<file path="src/rtl/rr_arbiter_4.sv">
// Round-robin arbiter for 4 requesters with a per-grant hold limit.
// Produces a registered one-hot grant and its 2-bit binary index.
// Optional feature: define ARB_LOCK_EN to add a lock input that suppresses
// hold-limit preemption while the current holder asserts it.
module rr_arbiter_4 #(
    parameter int unsigned HOLD_MAX = 8,
    parameter int unsigned CNT_W    = 4
) (
    input  logic       clk,
    input  logic       rst,
    input  logic [3:0] req,
`ifdef ARB_LOCK_EN
    input  logic       lock,
`endif
    output logic [3:0] gnt,
    output logic [1:0] gnt_idx,
    output logic       gnt_vld
);

    typedef enum logic [0:0] {
        StIdle,
        StGrant
    } state_e;

    localparam logic [CNT_W-1:0] HoldMax = CNT_W'(HOLD_MAX);
    localparam logic [CNT_W-1:0] CntOne  = CNT_W'(1);

    state_e           state_q, state_d;
    logic [3:0]       gnt_q, gnt_d;
    logic [1:0]       gnt_idx_q, gnt_idx_d;
    logic [1:0]       ptr_q, ptr_d;
    logic [CNT_W-1:0] hold_cnt_q, hold_cnt_d;

    logic [1:0] holder;
    logic [3:0] others;
    logic [1:0] search_start;
    logic [3:0] search_mask;
    logic [1:0] cand;
    logic       win_found;
    logic [1:0] win_idx;
    logic       preempt_ok;

`ifdef ARB_LOCK_EN
    assign preempt_ok = ~lock;
`else
    assign preempt_ok = 1'b1;
`endif

    // Pick the first requester in circular order from the search start.
    // While granting, the search starts after the holder and excludes it.
    always_comb begin
        holder       = gnt_idx_q;
        others       = req & ~(4'b0001 << holder);
        search_start = (state_q == StIdle) ? ptr_q : holder + 2'd1;
        search_mask  = (state_q == StIdle) ? req : others;
        win_found    = 1'b0;
        win_idx      = search_start;
        cand         = search_start;
        for (int k = 0; k < 4; k++) begin
            cand = search_start + 2'(k);
            if (!win_found && search_mask[cand]) begin
                win_found = 1'b1;
                win_idx   = cand;
            end
        end
    end

    // Next-state logic: grant, release, back-to-back handoff and preemption.
    always_comb begin
        state_d    = state_q;
        gnt_d      = gnt_q;
        gnt_idx_d  = gnt_idx_q;
        ptr_d      = ptr_q;
        hold_cnt_d = hold_cnt_q;
        unique case (state_q)
            StIdle: begin
                if (win_found) begin
                    gnt_d      = 4'b0001 << win_idx;
                    gnt_idx_d  = win_idx;
                    hold_cnt_d = CntOne;
                    state_d    = StGrant;
                end
            end
            StGrant: begin
                if (!req[holder]) begin
                    // Release has priority over preemption; ptr update is the same.
                    ptr_d = holder + 2'd1;
                    if (win_found) begin
                        gnt_d      = 4'b0001 << win_idx;
                        gnt_idx_d  = win_idx;
                        hold_cnt_d = CntOne;
                    end else begin
                        gnt_d      = 4'b0000;
                        hold_cnt_d = '0;
                        state_d    = StIdle;
                    end
                end else if (hold_cnt_q == HoldMax && win_found && preempt_ok) begin
                    ptr_d      = holder + 2'd1;
                    gnt_d      = 4'b0001 << win_idx;
                    gnt_idx_d  = win_idx;
                    hold_cnt_d = CntOne;
                end else if (hold_cnt_q != HoldMax) begin
                    hold_cnt_d = hold_cnt_q + CntOne;
                end
            end
            default: begin
                state_d = StIdle;
                gnt_d   = 4'b0000;
            end
        endcase
    end

    // State registers; reset drops any active grant immediately.
    always_ff @(posedge clk or posedge rst) begin
        if (rst) begin
            state_q    <= StIdle;
            gnt_q      <= 4'b0000;
            gnt_idx_q  <= 2'd0;
            ptr_q      <= 2'd0;
            hold_cnt_q <= '0;
        end else begin
            state_q    <= state_d;
            gnt_q      <= gnt_d;
            gnt_idx_q  <= gnt_idx_d;
            ptr_q      <= ptr_d;
            hold_cnt_q <= hold_cnt_d;
        end
    end

    assign gnt     = gnt_q;
    assign gnt_idx = gnt_idx_q;
    assign gnt_vld = |gnt_q;

endmodule
</file>
<file path="config.mk">
export PLATFORM = sky130hd
export DESIGN_NAME = rr_arbiter_4
export DESIGN_NICKNAME = d
export VERILOG_FILES = /design/src/rtl/rr_arbiter_4.sv
export SDC_FILE = /design/constraint.sdc
export NUM_CORES = 1
export LEC_CHECK = 0
export BUFFER_PORTS_ARGS = -buffer_cell sky130_fd_sc_hd__buf_4
export CAP_MARGIN = 40
export CORE_MARGIN = 2
export CORE_UTILIZATION = 44
export DETAILED_ROUTE_END_ITERATION = 10
export GPL_TIMING_DRIVEN = 1
export SYNTH_ARGS = -nofsm -noshare
export SYNTH_HDL_FRONTEND = slang
export SYNTH_SLANG_ARGS = --single-unit
</file>
<file path="constraint.sdc">
create_clock -name clk -period 3.67 [get_ports clk]
set_input_delay 0.9175 -clock clk [delete_from_list [all_inputs] [get_ports clk]]
set_output_delay 0.9175 -clock clk [all_outputs]
set_load 0.005 [all_outputs]
</file>
# Word-level counts from Yosys, hierarchy flattened
# Index checks and enable logic that the tools add are counted.
# word_totals
register_bits	13
input_bits	6
output_inout_bits	7
word_cells	76
# classes
addsub	5
magnitude_cmp	5
eq_ne	6
shift	2
n_mux	39
bitwise	3
n_reduce_logical	11
# ops
operator	n
$mux W4	9
$mux W2	9
$pmux W4 S2	2
$lt A2 B3 Y1 const B	5
$mux W1	12
$bmux W1 S2	5
$shl A1 B2 Y4 const A	2
$reduce_and A2 Y1	3
$add A2 B1 Y2 const B	2
$add A2 B2 Y2 const B	2
$add A4 B1 Y4 const B	1
$and A4 B4 Y4	1
$eq A4 B4 Y1 const B	1
$logic_and A1 B1 Y1	4
$ne A4 B2 Y1 const B	1
$ne A4 B4 Y1 const B	1
$not A4 Y4	1
$pmux W2 S2	1
$reduce_or A4 Y1	1
$logic_not A1 Y1	3
$ne A3 B2 Y1 const B	1
$ne A2 B1 Y1 const B	1
$ne A2 B2 Y1 const B	1
$pmux W1 S2	1
$not A1 Y1	1

# Logic depth before layout (Yosys ltp)
# depth
word_depth	20
depth_mapped	7
ltp_nobuf	7

# Least setup slack after synthesis
# Ideal clock, no wire load.
# synth_path
path_kind	input to register
start	in req[3]
end	reg ptr_q[0]
setup_time_ps	125
t_arrival_ps	2082
required_ps	3545
slack_ps	1463
cell_stages	5
n_path_buf	0
cell_sequence	a21boi_2 nor4_2 o21ai_0 nand2_1 mux2_2
# synth_between
elab_chain_len	17
elab_cells_between_ends	26
classes_between	1 x eq/ne; 16 x mux; 1 x bitwise; 8 x reduce/logical
# synth_rtl
element	line	source
from (decl)	11	input logic [3:0] req,
$and A4 B4 Y4	53	others = req & ~(4'b0001 << holder);
$mux W4	55	search_mask = (state_q == StIdle) ? req : others;
$bmux W1 S2	61	if (!win_found && search_mask[cand]) begin
$mux W1 (implied by the code)	61	
$mux W1	61	
$logic_not A1 Y1	61	
$logic_and A1 B1 Y1	61	
$mux W1	61	
$logic_not A1 Y1	61	
$logic_and A1 B1 Y1	61	
$mux W1	61	
$logic_not A1 Y1	61	
$logic_and A1 B1 Y1	61	
$mux W1	61	
$logic_and A1 B1 Y1	97	end else if (hold_cnt_q == HoldMax && win_found && preempt_ok) begin
$ne A2 B1 Y1 (no line)	-	
$reduce_and A2 Y1 (no line)	-	
to (signal assigned)	125	ptr_q <= ptr_d;
to (decl)	31	logic [1:0] ptr_q, ptr_d;
# Parallel ways exist; a longest one is shown, timed or not. The select of a mux whose other input is x is not followed.
# A chain may end at the register's enable or synchronous reset.

# Worst setup path after layout
# layout_path
start	reg gnt_q[0], in the netlist gnt[0]
end	out gnt_vld
# layout_between
elab_chain_len	1
# layout_rtl
element	line	source
from (decl)	29	logic [3:0] gnt_q, gnt_d;
from (signal assigned)	123	gnt_q <= gnt_d;
$reduce_or A4 Y1	132	assign gnt_vld = |gnt_q;
to (decl)	17	output logic gnt_vld
# No other way between the ends.

==> results by group <==
Outcome
  • Status: finished clean

Drt
  • Drt initial violations: 15
  • M1 wire length: 801 um
  • DR pass1 iterations: 4
  • WL/cell: 13.7 um
  • DR vias: 719
  • DR vias/cell: 5.57
  • Routed WL: 1.77 mm
  • Post-route ant nets: 0
  • Met2 routed WL: 868 um
  • DRC violation count after routing: 0
  • Top Layer Used: met4
  • Routed wl met3: 86 um

Setup path
  • CP cell instances: or4_1 > buf_4
  • CP Data Arrival Time: 1.32 ns
  • Worst setup SP type: flop
  • CP Capture Type: output port
  • Crit-path slowest cell: or4_1
  • Required time of the critical path: 2.75 ns
  • CP max stage delay: 0.51 ns
  • Critical path peak fanout: 3
  • Setup Crit Path Kind: flop to output port

Power
  • Combinational share of power: 59.5%
  • Power share of the sequential group: 30.6%
  • Switching share of power: 43.0%
  • VDD IR max: 407 uV
  • Pwr dens: 867 nW/um2
  • Clock power frac: 9.9%
  • Leak pwr: 0.485 nW
  • Int Pwr: 0.509 mW
  • NetSw: 0.384 mW

Timing
  • Final setup TNS: 0 ns
  • Achievable Freq: 447 MHz
  • Final max-slew violation count: 0
  • Number of setup violations in the final report: 0
  • Hold Fails Final Rpt: 0
  • Relative slew margins: 60.7%
  • Fin Clk Skew: 0.00502 ns
  • Worst slew pin tran: 0.589 ns
  • RSZ-0062 raised after global routing: no
  • Fin crit share: 61.0%
  • Final worst slack: 1.43 ns
  • Clock period minus worst slack: 2.24 ns

Floorplan
  • Chip Height: 49.1 um
  • IO Pins: 13
  • Core area: 1940 um2
  • Die area: 2410 um2
  • Starting Density: 46.1%
  • # rows: 16
  • Die span in x: 49.1 um

Clock tree
  • Number of post-CTS setup repair buffers: 0
  • TritonCTS clock tree: done
  • H-tree depth: 1
  • CTS Sinks: 13
  • CTS Buf Count: 3
  • Hold_buf cts: 0
  • CTS clock-pin slew for the worst setup and hold paths: 0.08 ns
  • CTS resizes: 0
  • Root Driver: clkbuf_4
  • Largest buffer count on any clock path: 2
  • Skew-Pair Late Insertion Delay: 0.27 ns

Finish
  • ANT cells: 0
  • Area grow syn2layout: 14.9%
  • Layout cell share with drive strength beyond 1: 27.5%
  • Most frequent cells in the layout: dfrtp_1, buf_4, nand2_1
  • Most common cell after layout, fill and taps aside: dfrtp_1
  • Nets: 115
  • Filler Cells Inserted: 190
  • Post-layout util: 53.0%

Placed design
  • Routability cong.: 0.883
  • HPWL after DPL: 1.34 mm
  • Port Buffers: 12
  • Setup WS pre-CTS: 1.16 ns

Worst hold path
  • Hold Path Class: flop to flop

Flow run
  • Max Cap Violations: 0

GRT
  • Initial antenna violation count: 0
  • Pin count of the biggest net entering global routing: 18
  • Total gr overflow: 0
  • GRT Overall Usage: 15.9%
  • Vias in the first global route: 664
  • First-pass GRT wire length: 2.92 mm

Yosys
  • Post-synthesis sequential area ratio: 36.3%
  • Post-synth EDFFs: 0
  • #FFs+latches synth: 13
  • Warning count from the yosys run: 0
  • Yosys cell types: 37
  • Top FF cell, synth: dfrtp_1
  • Mapped Cells: 88
  • Post-synth design cell area: 896 um2
  • Avg Inst Size Synth: 10.2 um2
  • Ys async rst share: 100%
  • Post-Syn Nets: 100
## cell usage after synthesis, types with 3 or more instances
cell type	n	area share (%)
mux2_2	3	3.8
nand2_1	8	3.4
a21boi_2	3	3.8
o31ai_1	3	2.5
ha_1	6	8.4
inv_1	7	2.9
nor2_1	3	1.3
dfrtp_1	13	36
a22o_1	3	2.9
o21ai_0	4	2.2
## sequential cells by signal, summed over array words and instances, names as in the netlist
signal / count
gnt: 4
ptr_q: 2
gnt_idx: 2
state_q: 1
hold_cnt_q: 4
## per-layer routing
layer	vias up	GRT usage (%)
met5	-	0
met4	0	5.71
li1	359	-
met3	2	4.60
met1	340	19.0
met2	18	26.8
## per-stage QoR
stage	hold WS, ns	cells	area [um2]	power [mW]
final	0.508	129	1030	0.893
after global routing	0.542	129	1030	0.972
after CTS	0.512	129	1030	0.901
after detailed placement	0.492	125	1000	0.809
after global placement	0.498	125	1000	0.798
after floorplan	0.479	88	896	0.670
## power by group through the flow
stage	clock network [mW]	registers, mW	logic (mW)
after global routing	0.101	0.283	0.588
after detailed placement	0	0.275	0.534
after global placement	0	0.273	0.525
after CTS	0.0920	0.273	0.536
final	0.0884	0.273	0.531
after floorplan	0	0.250	0.420
## worst paths after layout
path / depth (start not counted) / slack (ns) / from / end
max: 2 / 1.43 / gnt[0] / gnt_vld
min: 2 / 0.51 / gnt[0] / gnt[0]
max reg2reg: 5 / 1.47 / state_q / ptr_q[0]
min reg2reg: 2 / 0.51 / gnt[0] / gnt[0]
max in group asynchronous: 2 / 2.68 / rst / gnt_idx[1]
min in group asynchronous: 2 / 0.66 / rst / gnt[2]
## critical path, delay by kind of cell, from the launching register on
kind,cells,cell delay (ns)
simple gates,1,0.51
flops,1,0.39
buf+inv,1,0.15
## kinds of logic after synthesis
logic type / Yosys count / synth area share (%)
AOI/OAI and AO/OA: 29 / 26.1
and+or+nand+nor: 24 / 14.9
DFF: 13 / 36.3
buffers and inverters: 9 / 4.75
muxes: 6 / 8.52
adders and majority gates: 6 / 8.38
xor gates and xnor gates: 1 / 0.978
## area by class of cell
class                           count  area, um2  share of cell area (%)
Multi-Input combinational cell     66        528                    51.3
Clock buffer                        4       26.3                    2.55
Inverter                            7       26.3                    2.55
Timing Repair Buffer               12       90.1                    8.75
Sequential cell                    13        325                    31.6
Tap cell                           27       33.8                    3.28
Power figures use the tool's default switching activity.
